===== config.mk =====
export PLATFORM = sky130hd
export DESIGN_NAME = mc_control_fsm
export DESIGN_NICKNAME = d
export VERILOG_FILES = /design/src/rtl/chocorrol_pkg.sv /design/src/rtl/mc_ctrl_decode.sv /design/src/rtl/mc_control_fsm.sv
export SDC_FILE = /design/constraint.sdc
export NUM_CORES = 1
export LEC_CHECK = 0
export BUFFER_PORTS_ARGS = -buffer_cell sky130_fd_sc_hd__buf_2
export CORE_MARGIN = 8
export CORE_UTILIZATION = 41
export CTS_CLUSTER_SIZE = 28
export DETAILED_ROUTE_END_ITERATION = 10
export PLACE_DENSITY = 0.73
export RECOVER_POWER = 50
export SKIP_CTS_REPAIR_TIMING = 1
export SLEW_MARGIN = 10
export SYNTH_ARGS = -nofsm -noshare
export SYNTH_HDL_FRONTEND = slang
export SYNTH_SLANG_ARGS = --single-unit

===== constraint.sdc =====
create_clock -name clkIn -period 2 [get_ports clkIn]
set_input_delay 0.2 -clock clkIn [delete_from_list [all_inputs] [get_ports clkIn]]
set_output_delay 0.2 -clock clkIn [all_outputs]
set_load 0.03 [all_outputs]

===== src/rtl/chocorrol_pkg.sv =====
// Shared definitions for the chocorrol multicycle control path.
// Holds the opcode constants, the control-field codes driven onto the
// datapath muxes, the sequencer state encoding and the packed control
// bundle passed from the state decoder to the sequencer top.
package chocorrol_pkg;

  localparam int OP_W    = 6;
  localparam int STATE_W = 4;

  // Opcodes, IR[31:26]
  localparam logic [OP_W-1:0] OP_R    = 6'b000000;
  localparam logic [OP_W-1:0] OP_LW   = 6'b100011;
  localparam logic [OP_W-1:0] OP_SW   = 6'b101011;
  localparam logic [OP_W-1:0] OP_BEQ  = 6'b000100;
  localparam logic [OP_W-1:0] OP_ADDI = 6'b001000;
  localparam logic [OP_W-1:0] OP_J    = 6'b000010;

  // ALU operation select
  localparam logic [1:0] ALU_ADD   = 2'b00;
  localparam logic [1:0] ALU_SUB   = 2'b01;
  localparam logic [1:0] ALU_FUNCT = 2'b10;

  // ALU B operand select
  localparam logic [1:0] SRCB_REGB   = 2'b00;
  localparam logic [1:0] SRCB_FOUR   = 2'b01;
  localparam logic [1:0] SRCB_IMM    = 2'b10;
  localparam logic [1:0] SRCB_IMMSH2 = 2'b11;

  // Next-PC source select
  localparam logic [1:0] PCSRC_ALU    = 2'b00;
  localparam logic [1:0] PCSRC_ALUOUT = 2'b01;
  localparam logic [1:0] PCSRC_JUMP   = 2'b10;

  // Sequencer states; encodings 14 and 15 are unused.
  typedef enum logic [STATE_W-1:0] {
    ST_IDLE   = 4'd0,
    ST_FETCH  = 4'd1,
    ST_DECODE = 4'd2,
    ST_MEMADR = 4'd3,
    ST_MEMRD  = 4'd4,
    ST_MEMWB  = 4'd5,
    ST_MEMWR  = 4'd6,
    ST_EXEC   = 4'd7,
    ST_ALUWB  = 4'd8,
    ST_BRANCH = 4'd9,
    ST_JUMP   = 4'd10,
    ST_ADDIEX = 4'd11,
    ST_ADDIWB = 4'd12,
    ST_HALT   = 4'd13
  } state_t;

  // Moore control bundle. IR write is absent: it only ever happens in
  // FETCH and is always qualified by memory-ready in the sequencer.
  typedef struct packed {
    logic       pcWrite;
    logic       pcWriteCond;
    logic       iorD;
    logic       memRead;
    logic       memWrite;
    logic       regDst;
    logic       memToReg;
    logic       regWrite;
    logic       aluSrcA;
    logic [1:0] aluSrcB;
    logic [1:0] aluOp;
    logic [1:0] pcSrc;
  } ctrl_t;

endpackage


===== src/rtl/mc_ctrl_decode.sv =====
// Combinational state -> datapath control decoder.
// Ports:
//   state      in   current sequencer state
//   ctrl       out  Moore control bundle for that state
//   fetchQual  out  high in FETCH; the sequencer gates PC/IR writes with it
module mc_ctrl_decode
  import chocorrol_pkg::*;
(
  input  state_t state,
  output ctrl_t  ctrl,
  output logic   fetchQual
);

  always_comb begin
    ctrl      = '0;
    fetchQual = 1'b0;
    case (state)
      ST_FETCH: begin
        fetchQual    = 1'b1;
        ctrl.iorD    = 1'b0;
        ctrl.memRead = 1'b1;
        ctrl.aluSrcA = 1'b0;
        ctrl.aluSrcB = SRCB_FOUR;
        ctrl.aluOp   = ALU_ADD;
        ctrl.pcSrc   = PCSRC_ALU;
      end
      ST_DECODE: begin
        // Speculative branch target: PC + (signext << 2)
        ctrl.aluSrcA = 1'b0;
        ctrl.aluSrcB = SRCB_IMMSH2;
        ctrl.aluOp   = ALU_ADD;
      end
      ST_MEMADR: begin
        ctrl.aluSrcA = 1'b1;
        ctrl.aluSrcB = SRCB_IMM;
        ctrl.aluOp   = ALU_ADD;
      end
      ST_MEMRD: begin
        ctrl.iorD    = 1'b1;
        ctrl.memRead = 1'b1;
      end
      ST_MEMWB: begin
        ctrl.regDst   = 1'b0;
        ctrl.memToReg = 1'b1;
        ctrl.regWrite = 1'b1;
      end
      ST_MEMWR: begin
        ctrl.iorD     = 1'b1;
        ctrl.memWrite = 1'b1;
      end
      ST_EXEC: begin
        ctrl.aluSrcA = 1'b1;
        ctrl.aluSrcB = SRCB_REGB;
        ctrl.aluOp   = ALU_FUNCT;
      end
      ST_ALUWB: begin
        ctrl.regDst   = 1'b1;
        ctrl.memToReg = 1'b0;
        ctrl.regWrite = 1'b1;
      end
      ST_BRANCH: begin
        ctrl.aluSrcA     = 1'b1;
        ctrl.aluSrcB     = SRCB_REGB;
        ctrl.aluOp       = ALU_SUB;
        ctrl.pcSrc       = PCSRC_ALUOUT;
        ctrl.pcWriteCond = 1'b1;
      end
      ST_JUMP: begin
        ctrl.pcSrc   = PCSRC_JUMP;
        ctrl.pcWrite = 1'b1;
      end
      ST_ADDIEX: begin
        ctrl.aluSrcA = 1'b1;
        ctrl.aluSrcB = SRCB_IMM;
        ctrl.aluOp   = ALU_ADD;
      end
      ST_ADDIWB: begin
        ctrl.regDst   = 1'b0;
        ctrl.memToReg = 1'b0;
        ctrl.regWrite = 1'b1;
      end
      default: ;  // IDLE, HALT and unused encodings drive nothing
    endcase
  end

endmodule


===== src/rtl/mc_control_fsm.sv =====
// Multicycle sequencer for the chocorrol MIPS datapath.
// Walks each instruction from FETCH to writeback, drives every datapath
// enable and mux select, stalls on memReadyIn, and traps unsupported
// opcodes into a HALT state that only reset leaves.
// Ports:
//   clkIn, rstnIn        clock, async active-low reset
//   opIn                 IR[31:26], looked at only in DECODE and MEMADR
//   memReadyIn           memory access completes this cycle
//   pc*/ior/mem*/ir*/reg*/alu*/pcSrc Out   datapath controls
//   stateOut             current state encoding (debug)
//   illegalOut           sticky unsupported-opcode flag
// Handshake: a memory access in FETCH, MEMRD or MEMWR keeps its strobe
// high every cycle until the cycle memReadyIn=1; that cycle completes it.
module mc_control_fsm
  import chocorrol_pkg::*;
(
  input  logic               clkIn,
  input  logic               rstnIn,
  input  logic [OP_W-1:0]    opIn,
  input  logic               memReadyIn,
  output logic               pcWriteOut,
  output logic               pcWriteCondOut,
  output logic               iorDOut,
  output logic               memReadOut,
  output logic               memWriteOut,
  output logic               irWriteOut,
  output logic               regDstOut,
  output logic               memToRegOut,
  output logic               regWriteOut,
  output logic               aluSrcAOut,
  output logic [1:0]         aluSrcBOut,
  output logic [1:0]         aluOpOut,
  output logic [1:0]         pcSrcOut,
  output logic [STATE_W-1:0] stateOut,
  output logic               illegalOut
);

  state_t state;
  state_t nextState;
  logic   illegal;
  ctrl_t  ctrl;
  logic   fetchQual;

  always_ff @(posedge clkIn or negedge rstnIn) begin
    if (!rstnIn) begin
      state   <= ST_IDLE;
      illegal <= 1'b0;
    end else begin
      state <= nextState;
      if (nextState == ST_HALT) illegal <= 1'b1;
    end
  end

  always_comb begin
    nextState = ST_IDLE;
    case (state)
      ST_IDLE:   nextState = ST_FETCH;
      ST_FETCH:  nextState = memReadyIn ? ST_DECODE : ST_FETCH;
      ST_DECODE: begin
        case (opIn)
          OP_LW, OP_SW: nextState = ST_MEMADR;
          OP_R:         nextState = ST_EXEC;
          OP_BEQ:       nextState = ST_BRANCH;
          OP_J:         nextState = ST_JUMP;
          OP_ADDI:      nextState = ST_ADDIEX;
          default:      nextState = ST_HALT;
        endcase
      end
      ST_MEMADR: begin
        // opIn is re-read here; anything other than LW/SW is treated as
        // an unsupported opcode rather than guessing an access type.
        case (opIn)
          OP_LW:   nextState = ST_MEMRD;
          OP_SW:   nextState = ST_MEMWR;
          default: nextState = ST_HALT;
        endcase
      end
      ST_MEMRD:  nextState = memReadyIn ? ST_MEMWB : ST_MEMRD;
      ST_MEMWB:  nextState = ST_FETCH;
      ST_MEMWR:  nextState = memReadyIn ? ST_FETCH : ST_MEMWR;
      ST_EXEC:   nextState = ST_ALUWB;
      ST_ALUWB:  nextState = ST_FETCH;
      ST_BRANCH: nextState = ST_FETCH;
      ST_JUMP:   nextState = ST_FETCH;
      ST_ADDIEX: nextState = ST_ADDIWB;
      ST_ADDIWB: nextState = ST_FETCH;
      ST_HALT:   nextState = ST_HALT;
      default:   nextState = ST_IDLE;
    endcase
  end

  mc_ctrl_decode uDecode (
    .state     (state),
    .ctrl      (ctrl),
    .fetchQual (fetchQual)
  );

  // PC and IR only load in the FETCH cycle that actually returns data.
  assign pcWriteOut     = ctrl.pcWrite | (fetchQual & memReadyIn);
  assign irWriteOut     = fetchQual & memReadyIn;
  assign pcWriteCondOut = ctrl.pcWriteCond;
  assign iorDOut        = ctrl.iorD;
  assign memReadOut     = ctrl.memRead;
  assign memWriteOut    = ctrl.memWrite;
  assign regDstOut      = ctrl.regDst;
  assign memToRegOut    = ctrl.memToReg;
  assign regWriteOut    = ctrl.regWrite;
  assign aluSrcAOut     = ctrl.aluSrcA;
  assign aluSrcBOut     = ctrl.aluSrcB;
  assign aluOpOut       = ctrl.aluOp;
  assign pcSrcOut       = ctrl.pcSrc;
  assign stateOut       = state;
  assign illegalOut     = illegal;

endmodule


==> impl_metrics.ini <==
[critical_path]
cp_max_fo = 17
start_kind = flop
ff2ff_path_depth = 4
cp.arrival_ns = 1.67
r2r-start = stateOut[3]
worstPathRequired_ns = 1.80
rrSetupSlack_ns = 0.20
rr_endpoint = illegalOut
crit_path_end_kind = output port
startpoint = stateOut[3]
worstSetupPathType = reg2out

[clocking]
cts_tree = yes
clk_path_buf_depth = 2
clock_sinks = 5
clk_pin_slew_ns = 0.04
cts_root_buffer = clkbuf_4
numCtsBuffers = 3
clkLatencyLatePin_ns = 0.24
cts.htree.levels = 1

[grt]
grt_max_degree = 18
grt_pass1_vias = 559
grt_antenna_before_repair = 0
grt_use_total_pct = 10.39
grt_pass1_wl_um = 2339
grt-ovfl-total = 0

[place]
place_area_um2 = 737.0
globalplace.congestion = 0.8623
portBuffers = 29
hpwl_um = 1307
dp.cells = 118

[sta]
whs_ns = 0.3279
post-route-min-period_ns = 1.870
finClkSkew_ns = 0.003317
setup_viol = 0
maxSlewViolCount = 0
fmax_mhz = 534.8
hold_viol = 0
rsz0062_at_grt = no
slew_headroom_pct = 69.91
post-route-period-util_pct = 93.49
worstMarginPinSlew_ns = 0.4513
setup_tns_ns = 0

[synth]
synth-edff-count = 0
netlist_area_um2 = 585.6
ys_warn_count = 0
avgSynthCellArea_um2 = 7.507
syn_inst = 78
yosysSeqAreaShare_pct = 21.37
synth_cell_types = 32
async_reset_ff_share_pct = 100.0
syn_nets = 87
synth-seq-cells = 5
synth_flop_cell = dfrtp_1

[drt]
first_pass_iters = 4
drt_iter0_drc = 17
vias_per_cell = 5.358
ant_nets = 0
drc_errors = 0
routed_wl_um = 1596
avgRoutedWirePerCell_um = 12.98
vias = 659

[finish]
mostFrequentLayoutCell = buf_2
final_cell_count_no_fill = 123
diodes = 0
nets = 118
stdcell_area_um2 = 750.7
mostFrequentLayoutCells = buf_2 (23), nor2_1 (10), clkbuf_1 (7)
syn_to_final_growth_pct = 28.21
drive_above_1_share_pct = 29.63

[outcome]
outcome = completed

[worst_hold_path]
holdPathStages = 5
min_to = stateOut[3]
worstHoldStart = opIn[4]
hold_path_class = in2reg

[floorplanning]
fp.dieH_um = 53.79
initial_core_util_pct = 44.44
die_x_um = 53.79
rows = 13
io_pins = 30
core_area_um2 = 1318
die-area_um2 = 2893

[power_and_ir_drop]
p_leak_nw = 0.3624
vdd.ir_drop.worst_mv = 0.8479
p_per_area_nw_per_um2 = 1677
p_total_mw = 1.259

[job]
cap_violations = 0
report_power, final:
| group | leakage, nW | internal, mW | switching, mW |
|---|---|---|---|
| clock | 0.0150 | 0.0753 | 0.0395 |
| combinational | 0.289 | 0.295 | 0.605 |
| sequential | 0.0586 | 0.135 | 0.108 |
registers in the layout, summed over array words and instances, names as in the netlist:
register / cells
stateOut: 4
illegalOut: 1
worst max-delay path by stage:
stage                             end  cells past startpoint  slack (ns)
final                      pcWriteOut                      4        0.13
after global routing       pcWriteOut                      5        0.03
after CTS                  pcWriteOut                      4        0.11
after detailed placement   illegalOut                      4        0.31
after global placement     illegalOut                      4        0.35
after floorplan           pcSrcOut[0]                      5        0.04
metal layers:
metal  GRT usage, %  up-vias  wire length, µm  share of wire [%]
met3          1.653        0              126                7.9
met2          17.18       20              779                 49
met1          12.24      298              689                 43
met4          6.303        0                0                  0
li1               -      341                -                  -
met5              0        -                0                  0
cells in the mapped netlist, types with 2 or more instances:
library cell	number	area share (%)
nor2_1	10	6.4
buf_2	5	4.3
dfrtp_1	5	21
inv_1	5	3.2
nor2b_1	5	5.3
nand2b_1	4	4.3
nor3_1	4	3.4
a32oi_1	3	4.5
and3_1	3	3.2
nand2_1	3	1.9
nor3b_1	3	3.8
o21ai_0	3	2.6
a21oi_1	2	1.7
nand3_1	2	1.7
o211ai_1	2	2.6
o41ai_2	2	5.6
xnor2_1	2	3.0
critical path, cell delays in order (launching register included):
cell and delay [ns]:
dfrtp_1 0.61, nor2_1 0.16, and3_1 0.20, or2_2 0.28, buf_2 0.18
metrics by stage:
stage,util [%],setup slack (ns)
after detailed placement,55.94,0.3126
after floorplan,-,0.03631
after global placement,55.94,0.3535
after global routing,56.98,0.02712
final,56.98,0.1302
after CTS,57.93,0.1097
area by class of cell:
cell class	instances	area, µm²
clock buffer	4	26.28
fill	133	566.8
inverter	6	22.52
multi-input combinational	61	395.4
sequential	5	125.1
tap	15	18.77
timing repair buffer	32	162.7
logic make-up after synthesis:
logic type / after synthesis / synth area share (%)
buffers and inverters: 12 / 9.401
AOI/OAI and AO/OA: 18 / 26.50
DFF: 5 / 21.37
and+or+nand+nor: 40 / 38.25
xor gates and xnor gates: 3 / 4.488
Note: power is estimated with default switching activity, not from simulation.
